[src/rtl/riscv_pkg.sv]
// +----------------------------------------------------------------------------+
// | riscv_pkg: RV32I opcodes, encoder format codes, NOP word, encoder FSM states |
// | Revision: 1.0                                                              |
// +----------------------------------------------------------------------------+
`default_nettype none

package riscv_pkg;

  localparam logic [6:0] OP_IMM = 7'b0010011;
  localparam logic [6:0] LOAD   = 7'b0000011;
  localparam logic [6:0] STORE  = 7'b0100011;
  localparam logic [6:0] BRANCH = 7'b1100011;
  localparam logic [6:0] LUI    = 7'b0110111;
  localparam logic [6:0] AUIPC  = 7'b0010111;
  localparam logic [6:0] JAL    = 7'b1101111;
  localparam logic [6:0] JALR   = 7'b1100111;
  localparam logic [6:0] OP     = 7'b0110011;

  localparam logic [2:0] FMT_R = 3'd0;
  localparam logic [2:0] FMT_I = 3'd1;
  localparam logic [2:0] FMT_S = 3'd2;
  localparam logic [2:0] FMT_B = 3'd3;
  localparam logic [2:0] FMT_U = 3'd4;
  localparam logic [2:0] FMT_J = 3'd5;

  localparam logic [31:0] NOP_INSTR = 32'h0000_0013;

  typedef enum logic [1:0] {
    ST_IDLE  = 2'd0,
    ST_RUN   = 2'd1,
    ST_DRAIN = 2'd2,
    ST_DONE  = 2'd3
  } enc_state_e;

endpackage

`default_nettype wire

[src/rtl/instr_field_pack.sv]
// +----------------------------------------------------------------------------+
// | instr_field_pack: combinational RV32I field packer (R/I/S/B/U/J)           |
// | Optional macro IMM_RANGE_CHECK_EN enables immediate representability check |
// | Revision: 1.0                                                              |
// +----------------------------------------------------------------------------+
`default_nettype none

module instr_field_pack
  import riscv_pkg::*;
(
  input  logic [2:0]  fmt,
  input  logic [6:0]  opcode,
  input  logic [4:0]  rd,
  input  logic [4:0]  rs1,
  input  logic [4:0]  rs2,
  input  logic [2:0]  funct3,
  input  logic [6:0]  funct7,
  input  logic [31:0] imm,
  output logic [31:0] instr,
  output logic        illegal,
  output logic        range_err
);

  always_comb begin
    instr   = NOP_INSTR;
    illegal = 1'b0;
    case (fmt)
      FMT_R: instr = {funct7, rs2, rs1, funct3, rd, opcode};
      FMT_I: instr = {imm[11:0], rs1, funct3, rd, opcode};
      FMT_S: instr = {imm[11:5], rs2, rs1, funct3, imm[4:0], opcode};
      FMT_B: instr = {imm[12], imm[10:5], rs2, rs1, funct3, imm[4:1], imm[11], opcode};
      FMT_U: instr = {imm[31:12], rd, opcode};
      FMT_J: instr = {imm[20], imm[10:1], imm[11], imm[19:12], rd, opcode};
      default: illegal = 1'b1;
    endcase
  end

`ifdef IMM_RANGE_CHECK_EN
  // Immediate must survive the truncation done by the packing above.
  always_comb begin
    range_err = 1'b0;
    case (fmt)
      FMT_I, FMT_S: range_err = (imm != {{20{imm[11]}}, imm[11:0]});
      FMT_B:        range_err = (imm != {{19{imm[12]}}, imm[12:0]}) || imm[0];
      FMT_J:        range_err = (imm != {{11{imm[20]}}, imm[20:0]}) || imm[0];
      FMT_U:        range_err = (imm[11:0] != 12'd0);
      default:      range_err = 1'b0;
    endcase
  end
`else
  assign range_err = 1'b0;
`endif

endmodule

`default_nettype wire

[src/rtl/instr_encoder.sv]
// +----------------------------------------------------------------------------+
// | instr_encoder: streaming RV32I encoder with addressed, registered output   |
// | Optional macro IMM_RANGE_CHECK_EN (immediate range errors raise err)       |
// | Revision: 1.0                                                              |
// +----------------------------------------------------------------------------+
`default_nettype none

module instr_encoder
  import riscv_pkg::*;
#(
  parameter int ADDR_W    = 10,
  parameter int BASE_ADDR = 0
) (
  input  logic              clk,
  input  logic              rst,
  input  logic              start,
  input  logic              in_valid,
  output logic              in_ready,
  input  logic [2:0]        in_fmt,
  input  logic [6:0]        in_opcode,
  input  logic [4:0]        in_rd,
  input  logic [4:0]        in_rs1,
  input  logic [4:0]        in_rs2,
  input  logic [2:0]        in_funct3,
  input  logic [6:0]        in_funct7,
  input  logic [31:0]       in_imm,
  input  logic              in_last,
  output logic              out_valid,
  input  logic              out_ready,
  output logic [31:0]       out_instr,
  output logic [ADDR_W-1:0] out_addr,
  output logic              out_last,
  output logic              done,
  output logic              err
);

  localparam logic [ADDR_W-1:0] c_base_addr = ADDR_W'(BASE_ADDR);

  enc_state_e        r_state;
  enc_state_e        w_next_state;
  logic              w_take_ok;
  logic              w_accept;
  logic              w_out_hs;
  logic              w_restart;
  logic              w_illegal;
  logic              w_range_err;
  logic [31:0]       w_instr;
  logic [ADDR_W-1:0] r_addr_cnt;

  instr_field_pack u_pack (
    .fmt       (in_fmt),
    .opcode    (in_opcode),
    .rd        (in_rd),
    .rs1       (in_rs1),
    .rs2       (in_rs2),
    .funct3    (in_funct3),
    .funct7    (in_funct7),
    .imm       (in_imm),
    .instr     (w_instr),
    .illegal   (w_illegal),
    .range_err (w_range_err)
  );

  assign w_take_ok = !out_valid || out_ready;
  assign w_accept  = in_valid && in_ready;
  assign w_out_hs  = out_valid && out_ready;

  always_ff @(posedge clk or posedge rst) begin
    if (rst) r_state <= ST_IDLE;
    else     r_state <= w_next_state;
  end

  always_comb begin
    w_next_state = r_state;
    w_restart    = 1'b0;
    in_ready     = 1'b0;
    done         = 1'b0;
    case (r_state)
      ST_IDLE: begin
        if (start) begin
          w_next_state = ST_RUN;
          w_restart    = 1'b1;
        end
      end
      ST_RUN: begin
        in_ready = w_take_ok;
        if (in_valid && w_take_ok && in_last) w_next_state = ST_DRAIN;
      end
      ST_DRAIN: begin
        if (w_out_hs && out_last) w_next_state = ST_DONE;
      end
      ST_DONE: begin
        done = 1'b1;
        if (start) begin
          w_next_state = ST_RUN;
          w_restart    = 1'b1;
        end
      end
      default: w_next_state = ST_IDLE;
    endcase
  end

  // The counter holds the address of the next accepted word; every accepted
  // word is eventually handed off, so this tracks the handshake count.
  always_ff @(posedge clk or posedge rst) begin
    if (rst) begin
      out_valid  <= 1'b0;
      out_last   <= 1'b0;
      out_instr  <= NOP_INSTR;
      out_addr   <= c_base_addr;
      r_addr_cnt <= c_base_addr;
      err        <= 1'b0;
    end else begin
      if (w_restart) begin
        r_addr_cnt <= c_base_addr;
        err        <= 1'b0;
      end
      if (w_accept) begin
        out_valid  <= 1'b1;
        out_instr  <= w_instr;
        out_addr   <= r_addr_cnt;
        out_last   <= in_last;
        r_addr_cnt <= r_addr_cnt + 1'b1;
        if (w_illegal || w_range_err) err <= 1'b1;
      end else if (w_out_hs) begin
        out_valid <= 1'b0;
        out_last  <= 1'b0;
      end
    end
  end

endmodule

`default_nettype wire
[config.mk]
export PLATFORM = sky130hd
export DESIGN_NAME = instr_encoder
export DESIGN_NICKNAME = d
export VERILOG_FILES = /design/src/rtl/riscv_pkg.sv /design/src/rtl/instr_field_pack.sv /design/src/rtl/instr_encoder.sv
export SDC_FILE = /design/constraint.sdc
export NUM_CORES = 1
export LEC_CHECK = 0
export ABC_AREA = 1
export ABC_CLOCK_PERIOD_IN_PS = 4000
export BUFFER_PORTS_ARGS = -buffer_cell sky130_fd_sc_hd__buf_2
export CAP_MARGIN = 40
export CELL_PAD_IN_SITES_DETAIL_PLACEMENT = 0
export CELL_PAD_IN_SITES_GLOBAL_PLACEMENT = 1
export CORE_MARGIN = 2
export CORE_UTILIZATION = 36
export DETAILED_ROUTE_END_ITERATION = 10
export PLACE_DENSITY = 0.95
export SYNTH_ARGS = -nofsm -noshare
export SYNTH_HDL_FRONTEND = slang
export SYNTH_SLANG_ARGS = --single-unit
[constraint.sdc]
create_clock -name clk -period 4 [get_ports clk]
set_input_delay 0.2 -clock clk [delete_from_list [all_inputs] [get_ports clk]]
set_output_delay 0.2 -clock clk [all_outputs]
set_load 0.01 [all_outputs]
==> results_dict.tcl <==
set metrics [dict create \
    busiest_layer "met2" \
    antenna_found_initial 0 \
    postCtsSetupBuffers 0 \
    worst_pin_slew_ns 0.7040 \
    clk_latency_ns 0.32 \
    synth_common_cells "nand2_1, dfrtp_1, nand3_1" \
    grt_usage_pct 17.88 \
    clock_skew_ns 0.005416 \
    synth_top_area_share_pct 46.47 \
    hold_class "input port to async pin" \
    nFillCells 828 \
    max_stage_delay_ns 0.62 \
    crit_family "buffers and inverters" \
    htreeDepth 3 \
    rr_worst_depth 8 \
    arrival_ns 2.62 \
    total_power_w 0.002134 \
    routed-via-count 2817 \
    worstPathCellList "inv_1 > ha_1 > nand3_2 > inv_2 > nand2_1 > inv_2 > nand2_1 > nand2_1" \
    path_depth 8 \
    synth_enable_flop_cells 0 \
    vias_per_cell 4.672 \
    synthCells 380 \
    drc 0 \
    cts.sinks 57 \
    slew_headroom_pct 53.07 \
    place_hpwl_um 5582 \
    r2r-start "r_state[1]" \
    portBuffers 119 \
    postCtsHoldBufs 0 \
    nets 577 \
    p_switching_w 0.0007920 \
    fin_crit_ns 2.358 \
    maxSlewViolCount 0 \
    worstSetupEndpoint "out_instr[20]" \
    overflow 0 \
    p_clk_share_pct 21.8 \
    die_y_um 93.88 \
    synth.area.top_cells "dfrtp_1, nand2_1, nand3_1" \
    core-area_um2 7767 \
    ios 120 \
    cts_buffers 9 \
    hold_viol_final 0 \
    setup-violations-final 0 \
    internal_power_w 0.001342 \
    outcome "completed" \
    power_frac_comb_pct 36.3 \
    synth_flop_cell "dfrtp_1" \
    diodes 0 \
    crit_top_cell "nand2_1" \
    rows 32 \
    yosysSeqAreaShare_pct 49.18 \
    cp_max_fo 32 \
    clk_pin_slew_ns 0.06 \
    p_leak_nw 2.152 \
    placed_cell_area_um2 3558 \
    ys_types 29 \
    routed_wl_um 7534 \
    critPathLaunch "r_state[1]" \
    tns_ns 0 \
    final_area_um2 3727 \
    use_met2_pct 27.74 \
    cts_max_path_buffers 2 \
    final_cells 603 \
    reg2reg_to "out_instr[20]" \
    root_buffer "clkbuf_8" \
    initial_core_util_pct 37.44 \
    rsz0062_at_grt "false" \
    grt_pass1_wl_um 12400 \
    syn_nets 458 \
    die_area_um2 8813 \
    vdd_drop_max_mv 0.2186 \
    fin_crit_sh_pct 58.95 \
    layout-drive-gt1-share_pct 30.34 \
    met1_usage_pct 24.03 \
    synth_area_per_cell_um2 7.652 \
    cts_tree "built" \
    seqPwrFrac_pct 41.9 \
    reg2reg_slack_ns 1.64 \
    synthesis.area_um2 2908 \
    synth_top_area_cell "dfrtp_1" \
    routedWlPerCell_um 12.49 \
    cap_violations 0 \
    grt_start_max_net_pins 58 \
    p_sw_share_pct 37.11 \
    first_pass_iters 4 \
    ys_warn_count 0 \
    fmax_mhz 424.1 \
    critPathRequiredTime_ns 4.26 \
    synth-async-reset-ratio_pct 100.0 \
    die_x_um 93.88 \
    cp-start-kind "flip-flop" \
    path_buf_inv 3 \
    place_congestion 0.8632 \
    ctsResizeCount 0 \
    place_inst 590 \
    critPathKind "flip-flop to flip-flop" \
    critical_path.endpoint_type "flip-flop" \
    grtUsageMet3_pct 4.494 \
    ant_nets 0 \
    power.density_nw_per_um2 572.5 \
    slowest_stage "inv_2" \
    initialDrtViolationCount 108 \
    yosys.cell_count.top_type "nand2_1" \
    area_growth_pct 28.18 \
    first_global_vias 2669 \
    synth-seq-cells 57 \
]
[how the worst min path moves through the flow]
stage,start,endpoint,depth (start not counted)
after floorplan,in_opcode[2],out_instr[2],2
after global placement,in_opcode[6],out_instr[6],3
after detailed placement,in_opcode[6],out_instr[6],3
after CTS,in_opcode[6],out_instr[6],3
after global routing,in_opcode[3],out_instr[3],3
final,rst,out_instr[10],3
[power by group through the flow]
stage / clock network (W) / registers [W] / logic (W)
floorplan: 0 / 0.000969 / 0.000394
global placement: 0 / 0.000898 / 0.000759
detailed placement: 0 / 0.000895 / 0.000783
CTS: 0.000480 / 0.000893 / 0.000785
global route: 0.000506 / 0.000917 / 0.000876
finish: 0.000466 / 0.000894 / 0.000774
[worst min-delay path, delay by kind of cell]
kind / cells / cell delay, ns
buffers and inverters: 3 / 0.68
[placed cells by master (no fill, tap or decap), drive strengths merged]
cell type	synthesis	final
nand2	189	189
buf	12	121
dfrtp	54	54
nand3	35	35
inv	26	26
o21ai	21	21
clkbuf	1	13
nor2	8	8
nand4	7	7
a21oi	6	6
ha	5	5
a21o	4	4
o22a	3	3
dfstp	3	3
o22ai	2	2
nor3	1	1
or2	1	1
xor2	1	1
o21bai	1	1
[flip-flops by register name, summed over array words and instances, names as in the netlist]
name        cells
out_valid       1
out_addr       10
err             1
r_addr_cnt     10
out_last        1
out_instr      32
r_state         2
[cell type report]
type	instances	area, um^2	share of cell area [%]
inverters	26	97.59	2.618
repair buffers	121	610.6	16.38
multi-input cells	284	1292	34.68
well taps	102	127.6	3.424
flip-flops and latches	57	1430	38.37
clock buffers	13	168.9	4.532
[through the flow]
| step | setup slack [ns] | utilization, % | hold slack (ns) |
|---|---|---|---|
| after floorplan | 2.405 | - | 0.3096 |
| final | 1.642 | 47.99 | 0.07238 |
| after detailed placement | 1.618 | 45.81 | 0.4041 |
| after CTS | 1.601 | 47.99 | 0.06058 |
| after global routing | 1.356 | 47.99 | 0.06489 |
| after global placement | 1.752 | 45.81 | 0.4044 |
[logic make-up (layout without fill, tap and decap cells)]
group,Yosys count,after routing,share of synthesized area (%)
buffers and inverters,39,160,6.368
adders and majority gates,5,5,2.151
and+or+nand+nor,241,241,34.21
DFF,57,57,49.18
AOI/OAI and AO/OA,37,37,7.789
xor gates and xnor gates,1,1,0.3013
[per-layer routing]
metal | vias to the layer above | routed length [um]
met5 | - | 0
met1 | 1253 | 3563
li1 | 1445 | -
met2 | 110 | 3373
met3 | 9 | 495
met4 | 0 | 102
No activity file was read; power rests on OpenSTA's default activity.
